**config.mk**
```make
export PLATFORM = sky130hd
export DESIGN_NAME = cordic_sincos_iter
export DESIGN_NICKNAME = d
export VERILOG_FILES = /design/src/rtl/cordic_pkg.sv /design/src/rtl/cordic_atan_rom.sv /design/src/rtl/cordic_sincos_iter.sv
export SDC_FILE = /design/constraint.sdc
export NUM_CORES = 1
export LEC_CHECK = 0
export BUFFER_PORTS_ARGS = -buffer_cell sky130_fd_sc_hd__buf_2
export CAP_MARGIN = 30
export CORE_MARGIN = 2
export CORE_UTILIZATION = 28
export DETAILED_ROUTE_END_ITERATION = 16
export PLACE_DENSITY = 0.42
export SLEW_MARGIN = 20
export SYNTH_ARGS = -nofsm -noshare
export SYNTH_HDL_FRONTEND = slang
export SYNTH_SLANG_ARGS = --single-unit
```
**constraint.sdc**
```tcl
create_clock -name clk -period 6.4 [get_ports clk]
set_input_delay 1.28 -clock clk [delete_from_list [all_inputs] [get_ports clk]]
set_output_delay 1.28 -clock clk [all_outputs]
set_load 0.005 [all_outputs]
```
**src/rtl/cordic_pkg.sv**
```systemverilog
// Shared constants for the iterative sin/cos CORDIC: atan table, inverse gain,
// FSM state enum and quadrant codes.
package cordic_pkg;

  typedef enum logic [1:0] {
    IDLE   = 2'd0,
    ROTATE = 2'd1,
    DONE   = 2'd2
  } cordic_state_e;

  localparam logic [1:0] QUAD_0 = 2'd0;
  localparam logic [1:0] QUAD_1 = 2'd1;
  localparam logic [1:0] QUAD_2 = 2'd2;
  localparam logic [1:0] QUAD_3 = 2'd3;

  // 1/K = 0.607252935... as a 34-bit fraction (units of 2^-34)
  localparam logic [33:0] CORDIC_INV_K = 34'h2_6DD3_B6A1;

  // round(atan(2^-i) / (2*pi) * 2^32): turn fractions at 32-bit resolution
  localparam logic [31:0] ATAN_TABLE [0:31] = '{
    32'h2000_0000, 32'h12E4_051E, 32'h09FB_385B, 32'h0511_11D4,
    32'h028B_0D43, 32'h0145_D7E1, 32'h00A2_F61E, 32'h0051_7C55,
    32'h0028_BE53, 32'h0014_5F2F, 32'h000A_2F98, 32'h0005_17CC,
    32'h0002_8BE6, 32'h0001_45F3, 32'h0000_A2FA, 32'h0000_517D,
    32'h0000_28BE, 32'h0000_145F, 32'h0000_0A30, 32'h0000_0518,
    32'h0000_028C, 32'h0000_0146, 32'h0000_00A3, 32'h0000_0051,
    32'h0000_0029, 32'h0000_0014, 32'h0000_000A, 32'h0000_0005,
    32'h0000_0003, 32'h0000_0001, 32'h0000_0001, 32'h0000_0000
  };

  // 1/K rounded to frac_bits fractional bits
  function automatic logic [63:0] gain_scaled(input int unsigned frac_bits);
    logic [63:0] k;
    k = 64'(CORDIC_INV_K);
    if (frac_bits >= 34) return k << (frac_bits - 34);
    return (k + (64'd1 << (33 - frac_bits))) >> (34 - frac_bits);
  endfunction

endpackage

```
**src/rtl/cordic_atan_rom.sv**
```systemverilog
// Combinational atan lookup: the 32-bit turn-fraction table scaled to an
// AW-bit binary angle.
module cordic_atan_rom #(
  parameter int AW = 32
) (
  input  logic [4:0]    i,
  output logic [AW-1:0] atan_i
);
  import cordic_pkg::*;

  always_comb begin
    atan_i = AW'(ATAN_TABLE[i] >> (32 - AW));
  end

endmodule

```
**src/rtl/cordic_sincos_iter.sv**
```systemverilog
// Iterative rotation-mode CORDIC producing cos/sin of a binary angle, one
// micro-rotation per clock. Define CORDIC_SAT_EN to clamp outputs to +/-1.0 and add sat_o.
module cordic_sincos_iter
  import cordic_pkg::*;
#(
  parameter int DW   = 32,
  parameter int AW   = 32,
  parameter int ITER = 24
) (
  input  logic          clk,
  input  logic          rst_n,
  input  logic          in_valid,
  output logic          in_ready,
  input  logic [AW-1:0] angle,
  output logic          out_valid,
  input  logic          out_ready,
  output logic [DW-1:0] cos_o,
  output logic [DW-1:0] sin_o,
`ifdef CORDIC_SAT_EN
  output logic          sat_o,
`endif
  output logic [1:0]    dbg_state_o
);

  // Handshakes: a transfer happens on a rising edge where valid && ready are
  // both high; valid, once raised, holds with stable data until that edge.
  localparam int XW = DW + 2;
  localparam logic signed [XW-1:0] G_INT = XW'(gain_scaled(DW));
`ifdef CORDIC_SAT_EN
  localparam logic signed [XW-1:0] ONE_R = XW'(64'd1 << (DW - 2));
`endif

  cordic_state_e        state_q;
  logic [4:0]           iter_q;
  logic signed [XW-1:0] x_q, y_q;
  logic signed [AW-1:0] z_q;
  logic                 in_ready_q, out_valid_q;
  logic [DW-1:0]        cos_q, sin_q;
`ifdef CORDIC_SAT_EN
  logic                 sat_q, sat_d;
`endif

  logic signed [XW-1:0] x_st, y_st, x_sh, y_sh, x_d, y_d, x_rnd, y_rnd;
  logic signed [AW-1:0] z_st, z_d;
  logic [AW-1:0]        atan_w;
  logic [DW-1:0]        cos_d, sin_d;
  logic                 last_iter;

  cordic_atan_rom #(.AW(AW)) u_atan (
    .i      (iter_q),
    .atan_i (atan_w)
  );

  assign last_iter = (iter_q == 5'(ITER - 1));

  // Quadrant picks a pre-rotated, gain-compensated start vector so the
  // residual angle handed to the iterations is always in [0, 90 deg).
  always_comb begin
    x_st = '0;
    y_st = '0;
    case (angle[AW-1:AW-2])
      QUAD_0:  x_st = G_INT;
      QUAD_1:  y_st = G_INT;
      QUAD_2:  x_st = -G_INT;
      default: y_st = -G_INT;
    endcase
    z_st = {2'b00, angle[AW-3:0]};
  end

  always_comb begin
    x_sh = x_q >>> iter_q;
    y_sh = y_q >>> iter_q;
    if (!z_q[AW-1]) begin
      x_d = x_q - y_sh;
      y_d = y_q + x_sh;
      z_d = z_q - atan_w;
    end else begin
      x_d = x_q + y_sh;
      y_d = y_q - x_sh;
      z_d = z_q + atan_w;
    end
  end

  // Round half-up by adding 2 before dropping the two guard bits.
  always_comb begin
    x_rnd = (x_d + XW'(2)) >>> 2;
    y_rnd = (y_d + XW'(2)) >>> 2;
    cos_d = DW'(x_rnd);
    sin_d = DW'(y_rnd);
`ifdef CORDIC_SAT_EN
    sat_d = 1'b0;
    if (x_rnd > ONE_R) begin
      cos_d = DW'(ONE_R);
      sat_d = 1'b1;
    end else if (x_rnd < -ONE_R) begin
      cos_d = DW'(-ONE_R);
      sat_d = 1'b1;
    end
    if (y_rnd > ONE_R) begin
      sin_d = DW'(ONE_R);
      sat_d = 1'b1;
    end else if (y_rnd < -ONE_R) begin
      sin_d = DW'(-ONE_R);
      sat_d = 1'b1;
    end
`endif
  end

  always_ff @(posedge clk) begin
    if (!rst_n) begin
      state_q     <= IDLE;
      iter_q      <= '0;
      x_q         <= '0;
      y_q         <= '0;
      z_q         <= '0;
      in_ready_q  <= 1'b1;
      out_valid_q <= 1'b0;
      cos_q       <= '0;
      sin_q       <= '0;
`ifdef CORDIC_SAT_EN
      sat_q       <= 1'b0;
`endif
    end else begin
      case (state_q)
        IDLE: begin
          if (in_valid && in_ready_q) begin
            x_q        <= x_st;
            y_q        <= y_st;
            z_q        <= z_st;
            iter_q     <= '0;
            in_ready_q <= 1'b0;
            state_q    <= ROTATE;
          end
        end
        ROTATE: begin
          x_q    <= x_d;
          y_q    <= y_d;
          z_q    <= z_d;
          iter_q <= iter_q + 5'd1;
          if (last_iter) begin
            state_q     <= DONE;
            out_valid_q <= 1'b1;
            cos_q       <= cos_d;
            sin_q       <= sin_d;
`ifdef CORDIC_SAT_EN
            sat_q       <= sat_d;
`endif
          end
        end
        DONE: begin
          if (out_ready) begin
            state_q     <= IDLE;
            out_valid_q <= 1'b0;
            in_ready_q  <= 1'b1;
          end
        end
        default: state_q <= IDLE;
      endcase
    end
  end

  assign in_ready    = in_ready_q;
  assign out_valid   = out_valid_q;
  assign cos_o       = cos_q;
  assign sin_o       = sin_q;
  assign dbg_state_o = 2'(state_q);
`ifdef CORDIC_SAT_EN
  assign sat_o       = sat_q;
`endif

endmodule

```
==> flow_metrics.tcl <==
set metrics [dict create \
    finalCritPeriodShare_pct 96.7 \
    setup-violations-final 0 \
    hold_viol_final 0 \
    max_slew.worst_pin.slew_ns 0.890 \
    synth_top_area_cell "dfxtp_1" \
    cts_tree "yes" \
    vias 24700 \
    ff2ff_setup_slack_ns 0.21 \
    timing.fmax_ghz 0.162 \
    r2r-end "sin_o[27]" \
    grt_pass1_wl_um 156000 \
    dp_cells 4264 \
    synth_enable_flop_cells 0 \
    yosys_register_bits 173 \
    cp_max_fo 8 \
    yosys_warnings 0 \
    rows 100 \
    syn-num-nets 2905 \
    htreeDepth 4 \
    synth.distinct_cells 110 \
    ant_nets 0 \
    grt_pass1_vias 24100 \
    core_area_um2 74300 \
    async_flop_share_pct 0 \
    dp_slack_ns -0.447 \
    ys_seq_area_share_pct 16.5 \
    status "completed" \
    top_layer "met4" \
    cp-end-kind "register" \
    clock_sinks 173 \
    fin_area_um2 28800 \
    synth_ff_type "dfxtp_1" \
    gp_congestion 0.988 \
    crit_end "sin_o[27]" \
    power.leakage_nw 12.2 \
    hold_class "register to register" \
    ys_top_cells_by_count "nor2_1, nand2_1, a21oi_1" \
    vdd_ir_drop_max_v 0.000352 \
    insertion_delay_ns 0.52 \
    slew_headroom_pct 40.5 \
    wl_met2_um 51100 \
    final_util_pct 38.8 \
    arrival_ns 6.55 \
    wl_per_cell_um 24.6 \
    ctsHoldBuffers 0 \
    cts_buffers 17 \
    maxSlewViolCount 0 \
    drt-initial-drc-count 2039 \
    via_per_inst 5.69 \
    syn_inst 2756 \
    drive_gt1_share_pct 32.7 \
    wl_met1_um 45400 \
    finalNonFillerCells 4346 \
    dpl_cell_area_um2 26800 \
    start_util_pct 28.2 \
    hold_path_startpoint "sin_o[0]" \
    detail_route.drc_violations 0 \
    dr_wl_met3_um 5600 \
    fin_nets 3511 \
    pin_count 104 \
    routed_wl_um 107000 \
    synth_top_area_share_pct 16.5 \
    die_h_um 278 \
    setup_ws_ns 0.210 \
    fin_crit_ns 6.19 \
    cts-root-buf "clkbuf_16" \
    hpwlAfterDp_um 83600 \
    dieArea_um2 77200 \
    grt_max_degree 155 \
    yosysMostFrequentCell "nor2_1" \
    cts_buffer_depth 2 \
    cp.required_ns 6.76 \
    r2r_cells 26 \
    die_w_um 278 \
    netlist_area_um2 21000 \
    rsz0062_at_grt "yes" \
    firstDrtPassIters 9 \
    antenna_found_initial 1 \
    powerDensity_nw_per_um2 613 \
    critPathLaunch "iter_q[1]" \
    holdPathStages 2 \
    crit_type "register to register" \
    grtUsageTotal_pct 26.5 \
    area_growth_pct 37.3 \
    cp-start-kind "register" \
    overflow 0 \
    numPortBuffers 103 \
    n_fill_cell 7800 \
    maxCapViolations 0 \
    finClkSkew_ns 0.0260 \
    syn_area_per_cell_um2 7.62 \
    r2r_start "iter_q[1]" \
    synth_area_leaders "dfxtp_1, mux4_2, ha_1, a21oi_1, nor2_1" \
    clk_pin_slew_worst_paths_ns 0.08 \
]
critical path, cell delays in order, from the launching register on:
cell	delay [ns]
dfxtp_4	0.43
clkbuf_16	0.20
buf_4	0.16
mux4_2	0.52
mux2i_2	0.30
o22ai_1	0.13
a221oi_1	0.28
buf_4	0.18
and3_4	0.21
buf_4	0.16
a21oi_1	0.09
xnor2_1	0.20
buf_4	0.16
ha_1	0.37
and2_1	0.18
o211ai_1	0.12
buf_4	0.18
o31a_1	0.39
buf_6	0.16
o31a_1	0.35
xor2_2	0.19
nand4bb_4	0.23
buf_4	0.17
nor4_2	0.28
xnor2_1	0.14
nor2_1	0.21
nor3_1	0.07
worst min path at each step:
stage | end | slack (ns)
CTS | sin_o[0] | 0.46
global route | sin_o[0] | 0.48
floorplan | cos_o[5] | 0.45
detailed placement | sin_o[5] | 0.45
finish | sin_o[0] | 0.46
global placement | sin_o[5] | 0.44
through the flow:
step	total power [W]	hold WS (ns)	TNS, ns
after detailed placement	0.0155	0.446	-3.53
after global routing	0.0188	0.479	-0.156
final	0.0177	0.458	0
after global placement	0.0155	0.438	-3.09
after CTS	0.0168	0.463	0
after floorplan	0.00869	0.448	0
per-layer routing:
layer	GRT usage, %	vias up
met4	11.6	0
met1	33.5	12100
met3	3.88	196
li1	-	11600
met5	0	-
met2	44.8	898
cell families after synthesis:
group	share of synthesized area [%]
compound gates	27.5
xor+xnor	8.57
buf+inv	5.13
fa+ha+maj	6.84
flops	16.5
mux	13.2
simple gates	22.3
power by group:
group	internal, W	switching (W)
Clock	0.000545	0.000615
Combinational	0.00706	0.00790
Sequential	0.00124	0.000308
state kept, by name (all words and copies together) (netlist names):
signal / count
out_valid: 1
dbg_state_o: 2
x_q: 34
z_q: 32
cos_o: 32
y_q: 34
iter_q: 5
sin_o: 32
in_ready: 1
area by class of cell:
| type | instances | area (um^2) | share of cell area, % |
|---|---|---|---|
| Clock buffer | 18 | 439 | 1.52 |
| Multi-Input combinational cell | 2345 | 17300 | 60.0 |
| Antenna cell | 2 | 5.00 | 0.0174 |
| Inverter | 51 | 194 | 0.673 |
| Clock inverter | 14 | 185 | 0.642 |
| Tap cell | 969 | 1210 | 4.21 |
| Sequential cell | 173 | 3480 | 12.1 |
| Timing Repair Buffer | 774 | 6010 | 20.8 |
repair_timing:
| action | CTS | global route |
|---|---|---|
| cloned | 2 | 5 |
| buffers inserted | 3 | 39 |
| pin swaps | 5 | 64 |
| setup endpoints to repair | 23 | 42 |
| resized for setup | 24 | 162 |
layout by cell type (no fill, tap or decap), types with 38 or more instances in the layout:
cell type	Yosys	routed
mux2i_1	73	61
a22oi_1	41	39
xnor2_1	112	107
a211oi_1	69	60
inv_1	48	48
and2_1	39	38
nor2_1	308	297
ha_1	110	106
a21oi_1	246	236
o21ai_0	124	108
mux2_2	44	40
a31oi_1	82	81
nand3_1	67	64
nand2_1	256	255
buf_4	12	631
buf_2	29	103
a21o_1	56	56
nor3_1	67	55
mux4_2	65	65
xor2_1	89	86
dfxtp_1	173	167
No activity file was read; power rests on OpenSTA's default activity.
